==> src/rtl/pulse_sequencer_pkg.sv <==
// Shared types and widths for the pulse sequencer: FSM states and segment-counter sizing.
package pulse_sequencer_pkg;

   typedef enum logic [2:0] {
      IDLE,
      P1,
      D1,
      P2,
      D2,
      WAIT
   } state_t;

   localparam int SEG_W = 16;
   localparam int GAP_W = SEG_W + 1;

   // The CPMG inter-echo gap is twice the pulse-1-to-pulse-2 delay, so it needs one extra bit.
   function automatic logic [GAP_W-1:0] cpmg_gap(input logic [SEG_W-1:0] d);
      return {d, 1'b0};
   endfunction

endpackage

==> src/rtl/pulse_sequencer_guard_stretch.sv <==
// Retriggerable stretcher: output follows the trigger and holds for GUARD extra cycles after it drops.
module guard_stretch #(
   parameter int GUARD = 4
) (
   input  logic clk,
   input  logic rst_n,
   input  logic trig,
   output logic stretched
);

   localparam int CW = (GUARD < 1) ? 1 : $clog2(GUARD + 1);

   logic [CW-1:0] left;

   always_ff @(posedge clk or negedge rst_n) begin
      if (!rst_n) begin
         left      <= '0;
         stretched <= 1'b0;
      end else if (trig) begin
         left      <= CW'(GUARD);
         stretched <= 1'b1;
      end else if (left != '0) begin
         left      <= left - CW'(1);
         stretched <= 1'b1;
      end else begin
         stretched <= 1'b0;
      end
   end

endmodule

==> src/rtl/pulse_sequencer.sv <==
// Pulse-train generator: shadowed parameters, period counter and segment FSM driving pulse/sync/inh.
module pulse_sequencer
   import pulse_sequencer_pkg::*;
#(
   parameter int GUARD             = 4,
   parameter bit RESTART_ON_UPDATE = 1'b1
) (
   input  logic             clk,
   input  logic             rst_n,
   input  logic [31:0]      per,
   input  logic [SEG_W-1:0] p1wid,
   input  logic [SEG_W-1:0] del,
   input  logic [SEG_W-1:0] p2wid,
   input  logic             cp,
   input  logic             bl,
   input  logic             rxd,
   output logic             sync,
   output logic             pulse,
   output logic             inh,
   output logic [7:0]       echo_cnt,
   output logic             busy
);

   state_t           state, nxt_state;
   logic [31:0]      cnt, per_s;
   logic [SEG_W-1:0] p1wid_s, del_s, p2wid_s;
   logic             cp_s, bl_s, rxd_q;
   logic [GAP_W-1:0] rem, nxt_rem;
   logic [7:0]       nxt_echo;
   logic             run, wrap, upd, start, start_ok, load_sh;
   logic [SEG_W-1:0] w_p1, w_del, w_p2;
   logic             w_cp, w_bl;
   logic             e_d1, e_p2, e_d2, e_wait;
   logic             nxt_gate, nxt_pulse;

   assign run      = (state != IDLE);
   assign wrap     = run && (cnt == per_s - 32'd1);
   assign upd      = RESTART_ON_UPDATE && run && rxd && !rxd_q;
   assign start    = wrap || upd || (!run && (per_s >= 32'd2));
   assign start_ok = start && (per >= 32'd2);
   assign load_sh  = start || !run;

   // Next-state evaluation. On a period start the shadows load at the same edge, so the
   // incoming parameters are used directly; zero-length segments cascade within one cycle.
   always_comb begin
      w_p1      = start ? p1wid : p1wid_s;
      w_del     = start ? del   : del_s;
      w_p2      = start ? p2wid : p2wid_s;
      w_cp      = start ? cp    : cp_s;
      w_bl      = start ? bl    : bl_s;
      nxt_state = state;
      nxt_rem   = (rem != '0) ? rem - GAP_W'(1) : '0;
      nxt_echo  = echo_cnt;
      e_d1      = 1'b0;
      e_p2      = 1'b0;
      e_d2      = 1'b0;
      e_wait    = 1'b0;

      if (start) begin
         nxt_echo = '0;
         if (!start_ok) begin
            nxt_state = IDLE;
            nxt_rem   = '0;
         end else if (w_p1 != '0) begin
            nxt_state = P1;
            nxt_rem   = {1'b0, w_p1};
         end else begin
            e_d1 = 1'b1;
         end
      end else if (rem == GAP_W'(1)) begin
         case (state)
            P1:      e_d1 = 1'b1;
            D1:      e_p2 = 1'b1;
            P2: begin
               if (w_cp) e_d2 = 1'b1;
               else      e_wait = 1'b1;
            end
            D2:      e_p2 = 1'b1;
            default: ;
         endcase
      end

      if (e_d1) begin
         if (w_del != '0) begin
            nxt_state = D1;
            nxt_rem   = {1'b0, w_del};
         end else begin
            e_p2 = 1'b1;
         end
      end
      if (e_d2) begin
         if (cpmg_gap(w_del) != '0) begin
            nxt_state = D2;
            nxt_rem   = cpmg_gap(w_del);
         end else begin
            e_p2 = 1'b1;
         end
      end
      // A zero-width pulse 2 is never emitted and does not count as an echo.
      if (e_p2) begin
         if (w_p2 != '0) begin
            nxt_state = P2;
            nxt_rem   = {1'b0, w_p2};
            if (nxt_echo != 8'hFF) nxt_echo = nxt_echo + 8'd1;
         end else begin
            e_wait = 1'b1;
         end
      end
      if (e_wait) begin
         nxt_state = WAIT;
         nxt_rem   = '0;
      end

      nxt_gate  = (nxt_state == P1) || (nxt_state == P2);
      nxt_pulse = (nxt_state == P2) || ((nxt_state == P1) && w_bl);
   end

   always_ff @(posedge clk or negedge rst_n) begin
      if (!rst_n) begin
         state    <= IDLE;
         cnt      <= '0;
         rem      <= '0;
         per_s    <= '0;
         p1wid_s  <= '0;
         del_s    <= '0;
         p2wid_s  <= '0;
         cp_s     <= 1'b0;
         bl_s     <= 1'b0;
         rxd_q    <= 1'b0;
         echo_cnt <= '0;
         sync     <= 1'b0;
         pulse    <= 1'b0;
         busy     <= 1'b0;
      end else begin
         rxd_q <= rxd;
         if (load_sh) begin
            per_s   <= per;
            p1wid_s <= p1wid;
            del_s   <= del;
            p2wid_s <= p2wid;
            cp_s    <= cp;
            bl_s    <= bl;
         end
         if (start)    cnt <= '0;
         else if (run) cnt <= cnt + 32'd1;
         state    <= nxt_state;
         rem      <= nxt_rem;
         echo_cnt <= nxt_echo;
         sync     <= start_ok;
         pulse    <= nxt_pulse;
         busy     <= (nxt_state != IDLE);
      end
   end

   guard_stretch #(
      .GUARD(GUARD)
   ) u_guard (
      .clk       (clk),
      .rst_n     (rst_n),
      .trig      (nxt_gate),
      .stretched (inh)
   );

endmodule

==> config.mk <==
export PLATFORM = sky130hd
export DESIGN_NAME = pulse_sequencer
export DESIGN_NICKNAME = d
export VERILOG_FILES = /design/src/rtl/pulse_sequencer_pkg.sv /design/src/rtl/pulse_sequencer_guard_stretch.sv /design/src/rtl/pulse_sequencer.sv
export SDC_FILE = /design/constraint.sdc
export NUM_CORES = 1
export LEC_CHECK = 0
export ABC_AREA = 1
export BUFFER_PORTS_ARGS = -buffer_cell sky130_fd_sc_hd__buf_2
export CAP_MARGIN = 10
export CORE_MARGIN = 2
export CORE_UTILIZATION = 50
export DETAILED_ROUTE_END_ITERATION = 10
export PLACE_DENSITY = 0.81
export REMOVE_ABC_BUFFERS = 1
export SLEW_MARGIN = 5
export SYNTH_ARGS = -nofsm -noshare
export SYNTH_HDL_FRONTEND = slang
export SYNTH_SLANG_ARGS = --single-unit
==> constraint.sdc <==
create_clock -name clk -period 10.4 [get_ports clk]
set_input_delay 1.56 -clock clk [delete_from_list [all_inputs] [get_ports clk]]
set_output_delay 1.56 -clock clk [all_outputs]
set_load 0.005 [all_outputs]
# == After elaboration in Yosys (flattened, before gate mapping) ==
# Cells that the tools add are included.
# word_totals
ff_bits,150
input_bits,85
# op_classes
addsub,5
n_eq_ne,9
muxes,58
n_reduce_logical,23
magnitude_cmp,2
# op_table
op,n
17-bit two-way mux,11
"32-bit by 2-bit >= comparator with 1-bit output, second input constant",2
32-bit two-way mux,2
16-bit two-way mux,3
16-bit nonzero test,3
3-bit two-way mux,12
"32-bit by 1-bit adder with 32-bit output, second input constant",1
32-bit equality test,1
8-bit two-way mux,4
"32-bit by 1-bit subtractor with 32-bit output, second input constant",1
1-bit two-way mux,26
"17-bit by 1-bit equality test with 1-bit output, second input constant",1
17-bit nonzero test,1
"17-bit by 1-bit subtractor with 17-bit output, second input constant",1
"3-bit by 2-bit equality test with 1-bit output, second input constant",3
3-bit nonzero test,3
"8-bit by 1-bit adder with 8-bit output, second input constant",1
"8-bit inequality test, second input constant",1
"3-bit by 1-bit equality test with 1-bit output, second input constant",2
1-bit logical AND,6
1-bit logical OR,5
2-bit nonzero test,2
"3-bit equality test, second input constant",1
"3-bit by 1-bit subtractor with 3-bit output, second input constant",1
2 further kinds,3

# == Logic depth before layout (Yosys ltp) ==
# Gate-level depths: netlist of run 1.
# logic_depth
word_depth,20
mapped_depth,35

# == Modules after synthesis ==
# From an unflattened synthesis of run 1, not the netlist that was laid out.
# hier_totals
cells_unflattened,1472
hier_area_um2,10231.1
# by_module_without_submodules
module,seq_area_each_um2,area_per_inst_um2,n_inst,cells_per_inst
pulse_sequencer,3653.5,10027.1,1,1448
guard_stretch,100.1,203.9,1,24

# == Least setup slack after synthesis of run 1 ==
# No wires, ideal clock.
# synth_timing
path_type,input to register
from,in rxd
to,reg echo_cnt[2]
slack_ns,6.253
path_stages,19
setup_ns,0.084
n_path_buf,5
arrival_time_ns,4.063
cell_sequence,inv_1 > o21a_1 > nand2_2 > nand2_4 > buf_6 > buf_2 > buf_1 > clkbuf_1 > nand2_1 > inv_1 > ha_1 > nand3_1 > nor3_1 > and3_1 > buf_1 > o21ai_0 > nand2_1 > inv_1 > o21ai_0
# synth_between
elab_chain_len,13
elab_cells_between_ends,30
classes_between,add/sub (1); eq/ne (1); mux (20); reduce/logical (8)
# synth_rtl
item,line_no,source
"start, declared",pulse_sequencer.sv:16,"input logic rxd,"
1-bit logical AND * (2 in a row),pulse_sequencer.sv:38,assign upd = RESTART_ON_UPDATE && run && rxd && !rxd_q;
1-bit logical OR * (2 in a row),pulse_sequencer.sv:39,assign start = wrap || upd || (!run && (per_s >= 32'd2));
16-bit two-way mux,pulse_sequencer.sv:46,w_p1 = start ? p1wid : p1wid_s;
16-bit nonzero test,pulse_sequencer.sv:64,end else if (w_p1 != '0) begin
1-bit two-way mux,pulse_sequencer.sv:64,
1-bit two-way mux,pulse_sequencer.sv:61,if (!start_ok) begin
1-bit two-way mux,pulse_sequencer.sv:59,if (start) begin
1-bit two-way mux,pulse_sequencer.sv:83,if (e_d1) begin
1-bit two-way mux,pulse_sequencer.sv:92,if (cpmg_gap(w_del) != '0) begin
1-bit two-way mux,pulse_sequencer.sv:91,if (e_d2) begin
8-bit two-way mux *,pulse_sequencer.sv:100,if (e_p2) begin
named net nxt_echo[2],pulse_sequencer.sv:29,logic [7:0] nxt_echo;
"end signal, assigned",pulse_sequencer.sv:148,echo_cnt <= nxt_echo;
"end, declared",pulse_sequencer.sv:20,"output logic [7:0] echo_cnt,"
# The timed path passes the listed nets; every way through them passes the cells marked *.
# A chain may end at the register's enable or synchronous reset.

# == Worst setup path in the final report of run 1 ==
# layout_timing
from,reg per_s[0]
to,reg rem[4]
# layout_between
elab_chain_len,17
elab_cells_between_ends,43
classes_between,add/sub (1); order compare (1); eq/ne (1); mux (32); reduce/logical (8)
# layout_rtl
item,line_no,source
"start, declared",pulse_sequencer.sv:25,"logic [31:0] cnt, per_s;"
"start signal, assigned",pulse_sequencer.sv:137,per_s <= per;
32-bit by 1-bit subtractor with 32-bit output,pulse_sequencer.sv:37,assign wrap = run && (cnt == per_s - 32'd1);
32-bit equality test,pulse_sequencer.sv:37,
1-bit logical AND,pulse_sequencer.sv:37,
1-bit logical OR,pulse_sequencer.sv:39,
1-bit logical OR *,pulse_sequencer.sv:39,
16-bit two-way mux,pulse_sequencer.sv:46,
16-bit nonzero test,pulse_sequencer.sv:64,
17-bit two-way mux,pulse_sequencer.sv:64,
[... 2 more ...],-,
17-bit two-way mux,pulse_sequencer.sv:84,if (w_del != '0) begin
17-bit two-way mux,pulse_sequencer.sv:83,
17-bit two-way mux,pulse_sequencer.sv:92,
17-bit two-way mux,pulse_sequencer.sv:91,
17-bit two-way mux,pulse_sequencer.sv:101,if (w_p2 != '0) begin
17-bit two-way mux,pulse_sequencer.sv:100,
17-bit two-way mux *,pulse_sequencer.sv:109,if (e_wait) begin
named net nxt_rem[4],pulse_sequencer.sv:28,"logic [GAP_W-1:0] rem, nxt_rem;"
"end signal, assigned",pulse_sequencer.sv:147,rem <= nxt_rem;
"end, declared",pulse_sequencer.sv:28,
# Marked as above.

==> results of run 1 <==
==> state kept, by name, summed over array words and instances, names as in the netlist <==
name,count
p1wid_s,16
state,3
u_guard.stretched,1
cnt,32
p2wid_s,16
sync,1
rem,17
echo_cnt,8
rxd_q,1
cp_s,1
u_guard.left,3
busy,1
del_s,16
bl_s,1
per_s,32
pulse,1
==> metal layers <==
metal / routed length [um] / track usage, % / vias to the layer above
met5: 0 / 0 / -
met4: 942 / 10.7 / 0
met3: 1270 / 4.41 / 73
met2: 13500 / 45.7 / 289
met1: 11400 / 31.8 / 4636
li1: - / - / 5034
==> metrics by stage <==
| stage | total power (uW) | cell area [um^2] | utilization [%] | instances |
|---|---|---|---|---|
| floorplan | 1960 | 9870 | - | 1499 |
| global placement | 2300 | 10700 | 53.4 | 1869 |
| detailed placement | 2330 | 10700 | 53.4 | 1869 |
| CTS | 2940 | 11300 | 56.2 | 1901 |
| global route | 3220 | 11300 | 56.2 | 1901 |
| finish | 2940 | 11300 | 56.2 | 1901 |
==> power by group through the flow <==
stage / combinational (uW) / sequential [uW] / clock (uW)
global placement: 1330 / 973 / 0
floorplan: 1040 / 924 / 0
CTS: 1370 / 970 / 599
detailed placement: 1360 / 978 / 0
finish: 1380 / 974 / 593
global route: 1590 / 1000 / 627
==> final cells by class <==
class | instances | area [um^2] | area share [%]
Inverter | 169 | 634 | 5.62
Clock buffer | 21 | 460 | 4.08
Clock inverter | 11 | 98.8 | 0.875
Tap cell | 270 | 338 | 2.99
Sequential cell | 150 | 3750 | 33.2
Timing Repair Buffer | 100 | 517 | 4.58
Multi-Input combinational cell | 1180 | 5490 | 48.6
==> path summary, 6_finish.rpt <==
path / from / to / slack (ps) / cells after the start
setup / recovery: per_s[0]$_DFFE_PN0P_ / rem[4]$_DFF_PN0_ / 4580 / 33
hold / removal: del_s[5]$_DFFE_PN0P_ / del_s[5]$_DFFE_PN0P_ / 470 / 2
setup reg to reg: per_s[0]$_DFFE_PN0P_ / rem[4]$_DFF_PN0_ / 4580 / 33
hold reg to reg: del_s[5]$_DFFE_PN0P_ / del_s[5]$_DFFE_PN0P_ / 470 / 2
max in group asynchronous: rst_n / cnt[14]$_DFFE_PN0P_ / 7880 / 2
min in group asynchronous: rst_n / per_s[3]$_DFFE_PN0P_ / 1220 / 1
==> worst max-delay path, delay by kind of cell, from the launching register on <==
| family | cells | cell delay (ps) |
|---|---|---|
| AOI/OAI and AO/OA | 1 | 80 |
| and+or+nand+nor | 24 | 3300 |
| DFF | 1 | 410 |
| buffers and inverters | 7 | 1610 |
| adders and majority gates | 1 | 210 |
==> cell usage in the layout, fill, tap and decap left out, types with 2 or more instances in the layout <==
cell type,netlist,layout
clkbuf_16,0,17
xnor2_1,17,17
clkinvlp_4,0,3
buf_2,8,95
nor2_2,12,12
dfrtp_1,150,150
nand3b_1,9,9
nor2_1,168,168
or2_2,2,2
nand2_1,559,559
nand3_1,122,122
inv_6,0,2
inv_1,153,153
clkbuf_8,0,2
nor3b_1,2,2
and3_1,5,5
o211ai_1,6,6
xor2_1,31,31
buf_4,9,4
nor3_1,29,29
nand2_4,3,4
o21ai_0,77,77
o21bai_1,2,2
clkbuf_1,22,2
o21ai_1,23,23
a21oi_1,29,29
inv_2,16,16
o21a_1,3,3
nor2_4,2,2
nand3_2,3,3
nand2_2,14,13
ha_1,8,8
a21boi_0,3,3
clkinv_2,0,4
a31oi_1,4,4
nor4_1,16,16
nand4_1,22,22
==> cell families (layout without fill, tap and decap cells) <==
logic type / after synthesis / after routing / synth area share (%)
compound gates: 149 / 149 / 7.80
xor+xnor: 48 / 48 / 4.13
fa+ha+maj: 8 / 8 / 0.985
buf+inv: 222 / 301 / 9.14
flops: 150 / 150 / 36.9
mux: 1 / 1 / 0.111
simple gates: 974 / 974 / 40.9
==> results.sh, run 1 <==
export IMPL_grt_pass1_vias=9634
export IMPL_cts_sink_count=150
export IMPL_synth_edf_count=0
export IMPL_dr_pass1_iters=7
export IMPL_port_buffers=96
export IMPL_die_w_um=147
export IMPL_status="finished, final reports clean"
export IMPL_critical_path_max_stage_delay_ps=630
export IMPL_die_h_um=147
export IMPL_cp_required_ps=10760
export IMPL_dpl_hpwl_um=19700
export IMPL_yosysTopAreaCell="dfrtp_1"
export IMPL_power_density_nw_per_um2=261
export IMPL_place_congestion=0.914
export IMPL_post_cts_buffers=0
export IMPL_final_hold_violation_count=0
export IMPL_synth_distinct_cells=43
export IMPL_pwr_share_clk_pct=20.2
export IMPL_cp_slowest_cell="inv_2"
export IMPL_yosysMostFrequentCell="nand2_1"
export IMPL_drive_gt1_share_pct=11.5
export IMPL_dp_worst_setup_slack_ps=4730
export IMPL_vias_per_cell=5.28
export IMPL_grt_pass1_wl_um=45700
export IMPL_grt_usage_pct=26.0
export IMPL_synth_top_area_share_pct=36.9
export IMPL_grt_setup_unrepaired="false"
export IMPL_layout_min_cycle_time_ps=5820
export IMPL_wl_per_cell_um=14.3
export IMPL_worstMarginPinSlew_ps=895
export IMPL_h_tree_depth=4
export IMPL_yosys_warnings=0
export IMPL_cts_buffers=17
export IMPL_timing_final_crit_share_pct=55.9
export IMPL_drc=0
export IMPL_power_frac_seq_pct=33.1
export IMPL_hp_class="register to register"
export IMPL_coreArea_um2=20100
export IMPL_clk_transition_reported_paths_ps=60
export IMPL_nFillCells=1980
export IMPL_cp_common_cell="nand2_1"
export IMPL_finalSetupViolCount=0
export IMPL_worstSetupStartpointType="register"
export IMPL_drv_cap=0
export IMPL_combPwrFrac_pct=46.8
export IMPL_setup_tns_ps=0
export IMPL_synth_common_cells="nand2_1 (559), nor2_1 (168), inv_1 (153)"
export IMPL_fin_skew_ps=13.6
export IMPL_netlist_area_um2=10200
export IMPL_grt_max_degree=95
export IMPL_ctsResizeCount=0
export IMPL_drtAntennaViolNets=0
export IMPL_num_antenna_cells=0
export IMPL_netlist_instances=1552
export IMPL_synth_area_per_cell_um2=6.55
export IMPL_ir_drop_uv=121
export IMPL_dieArea_um2=21500
export IMPL_cp_arrival_ps=6180
export IMPL_p_leak_uw=0.00591
export IMPL_ys_seq_elements=150
export IMPL_overflow=0
export IMPL_area_delta_synth_final_pct=11.1
export IMPL_cts_tree="built"
export IMPL_insertion_delay_ps=430
export IMPL_slew_violations=0
export IMPL_finalWirelength_um=27100
export IMPL_synth_async_reset_ratio_pct=100
export IMPL_seq_area_frac_synth_pct=36.9
export IMPL_cts_max_path_buffers=2
export IMPL_grt_antenna_before_repair=0
export IMPL_synth_flop_cell="dfrtp_1"
export IMPL_endpoint_kind="register"
export IMPL_num_io_pins=97
export IMPL_start_util_pct=50.6
export IMPL_switchingPower_uw=1350
export IMPL_sw_frac_of_total_pct=46.0
export IMPL_max_freq_mhz=172
export IMPL_whs_ps=474
export IMPL_crit_path_max_fanout=84
export IMPL_internal_power_uw=1590
export IMPL_cts_hold_buf=0
export IMPL_num_rows=52
export IMPL_via_count=10000
export IMPL_setup_slack_ps=4580
export IMPL_dr_first_iter_drc_count=775
export IMPL_relSlewSlack_pct=40.3
export IMPL_worstSetupPathType="register to register"
export IMPL_cts_root_buf="clkbuf_16"
export IMPL_fin_nets=1711
export IMPL_synthTopCellsByArea="dfrtp_1 (37%), nand2_1 (21%), nor2_1 (6.2%)"
Note: power is estimated with default switching activity, not from simulation.
==> inputs of run 2 (changes only) <==
==> constraint.sdc (replaced) <==
create_clock -name clk -period 5.57 [get_ports clk]
set_input_delay 0.8355 -clock clk [delete_from_list [all_inputs] [get_ports clk]]
set_output_delay 0.8355 -clock clk [all_outputs]
set_load 0.005 [all_outputs]
==> results.sh, run 2 (synthesized netlist as in run 1, its figures left out) <==
export IMPL_reg_top3="cnt x32, per_s x32, rem x17"
export IMPL_final_area_um2=11400
export IMPL_postLayoutCoreUtil_pct=56.5
export IMPL_coreArea_um2=20100
export IMPL_dr_first_iter_drc_count=630
export IMPL_cp_arrival_ps=5070
export IMPL_worstSetupPathType="register to register"
export IMPL_die_h_um=147
export IMPL_fin_nets=1714
export IMPL_overflow=0
export IMPL_drv_cap=0
export IMPL_clk_transition_reported_paths_ps=60
export IMPL_cts_sink_count=150
export IMPL_wl_per_cell_um=14.3
export IMPL_via_count=10100
export IMPL_dpl_hpwl_um=19800
export IMPL_p_leak_uw=0.00595
export IMPL_port_buffers=96
export IMPL_cp_required_ps=5880
export IMPL_cts_max_path_buffers=2
export IMPL_relSlewSlack_pct=29.7
export IMPL_grt_pass1_wl_um=45600
export IMPL_place_congestion=0.981
export IMPL_ctsResizeCount=0
export IMPL_status="finished, final reports clean"
export IMPL_finalSetupViolCount=0
export IMPL_dr_pass1_iters=6
export IMPL_finalWirelength_um=27300
export IMPL_cts_hold_buf=0
export IMPL_endpoint_kind="register"
export IMPL_die_w_um=147
export IMPL_most_common_layout_cells="nand2_1 (559), nor2_1 (168), inv_1 (153)"
export IMPL_drive_gt1_share_pct=11.5
export IMPL_grt_max_degree=147
export IMPL_post_cts_buffers=0
export IMPL_final_common_cell="nand2_1"
export IMPL_h_tree_depth=4
export IMPL_area_delta_synth_final_pct=11.7
export IMPL_drtAntennaViolNets=0
export IMPL_final_hold_violation_count=0
export IMPL_critical_path_max_stage_delay_ps=420
export IMPL_grt_usage_pct=26.0
export IMPL_num_antenna_cells=0
export IMPL_dieArea_um2=21500
export IMPL_num_rows=52
export IMPL_cp_slowest_cell="dfrtp_1"
export IMPL_max_freq_mhz=210
export IMPL_hp_class="register to register"
export IMPL_ir_drop_uv=265
export IMPL_totalPowerFinal_uw=5590
export IMPL_placed_cell_area_um2=10800
export IMPL_timing_final_crit_share_pct=85.5
export IMPL_slew_violations=0
export IMPL_fin_skew_ps=8.40
export IMPL_cts_tree="built"
export IMPL_cts_buffers=17
export IMPL_worstMarginPinSlew_ps=1050
export IMPL_power_density_nw_per_um2=492
export IMPL_setup_tns_ps=0
export IMPL_drc=0
export IMPL_grt_pass1_vias=9797
export IMPL_num_io_pins=97
export IMPL_crit_path_max_fanout=54
export IMPL_vias_per_cell=5.33
export IMPL_grt_setup_unrepaired="false"
export IMPL_cts_root_buf="clkbuf_16"
export IMPL_worstSetupStartpointType="register"
export IMPL_insertion_delay_ps=430
export IMPL_layout_min_cycle_time_ps=4760
export IMPL_cp_common_cell="nand2_1"
export IMPL_grt_antenna_before_repair=1
export IMPL_start_util_pct=50.6
run 2: per-layer routing:
metal	global-route usage (%)	up-vias	part of all wire, %	routed length (um)
met5	0	-	0.048	13
met4	10.8	2	3.7	1020
met3	4.56	80	5.0	1350
met2	45.7	321	49	13500
met1	31.5	4699	42	11400
li1	-	5043	-	-
run 2: area by class of cell:
cell class              count  area (um^2)
well taps                 270          338
multi-input cells        1180         5490
clock buffers              24          492
fillers                  1941         8750
clock inverters             7         93.8
flip-flops and latches    150         3750
repair buffers            103          552
inverters                 169          634
run 2: final timing paths:
check	from	endpoint	slack [ps]	cells past startpoint
worst max-delay path	per_s[0]$_DFFE_PN0P_	u_guard.left[2]$_DFFE_PN0P_	810	29
worst min-delay path	del_s[6]$_DFFE_PN0P_	del_s[6]$_DFFE_PN0P_	470	2
worst max register to register	per_s[0]$_DFFE_PN0P_	u_guard.left[2]$_DFFE_PN0P_	810	29
worst min register to register	del_s[6]$_DFFE_PN0P_	del_s[6]$_DFFE_PN0P_	470	2
max in group asynchronous	rst_n	echo_cnt[1]$_DFF_PN0_	3960	2
min in group asynchronous	rst_n	per_s[2]$_DFFE_PN0P_	530	1
run 2: worst max-delay path: cells and delay by family, from the launching register on:
kind	cells	cell delay (ps)
flip-flops	1	420
buffers and inverters	4	880
AND/OR/NAND/NOR	24	3110
adder cells (fa/ha/maj)	1	210
run 2: through the flow:
step | setup WS [ps] | cells | hold slack [ps]
6_report | 810 | 1903 | 470
5_1_grt | 219 | 1903 | 485
4_1_cts | 844 | 1903 | 474
3_5_place_dp | 916 | 1872 | 459
3_3_place_gp | 964 | 1872 | 454
2_1_floorplan | -109 | 1499 | 442
run 2: power breakdown:
group          total [uW]  switching, uW  internal [uW]  leakage, uW
clock                1160            458            705     0.000283
combinational        2600           1730            866      0.00377
sequential           1830            344           1480      0.00189
total                5590           2530           3050      0.00595
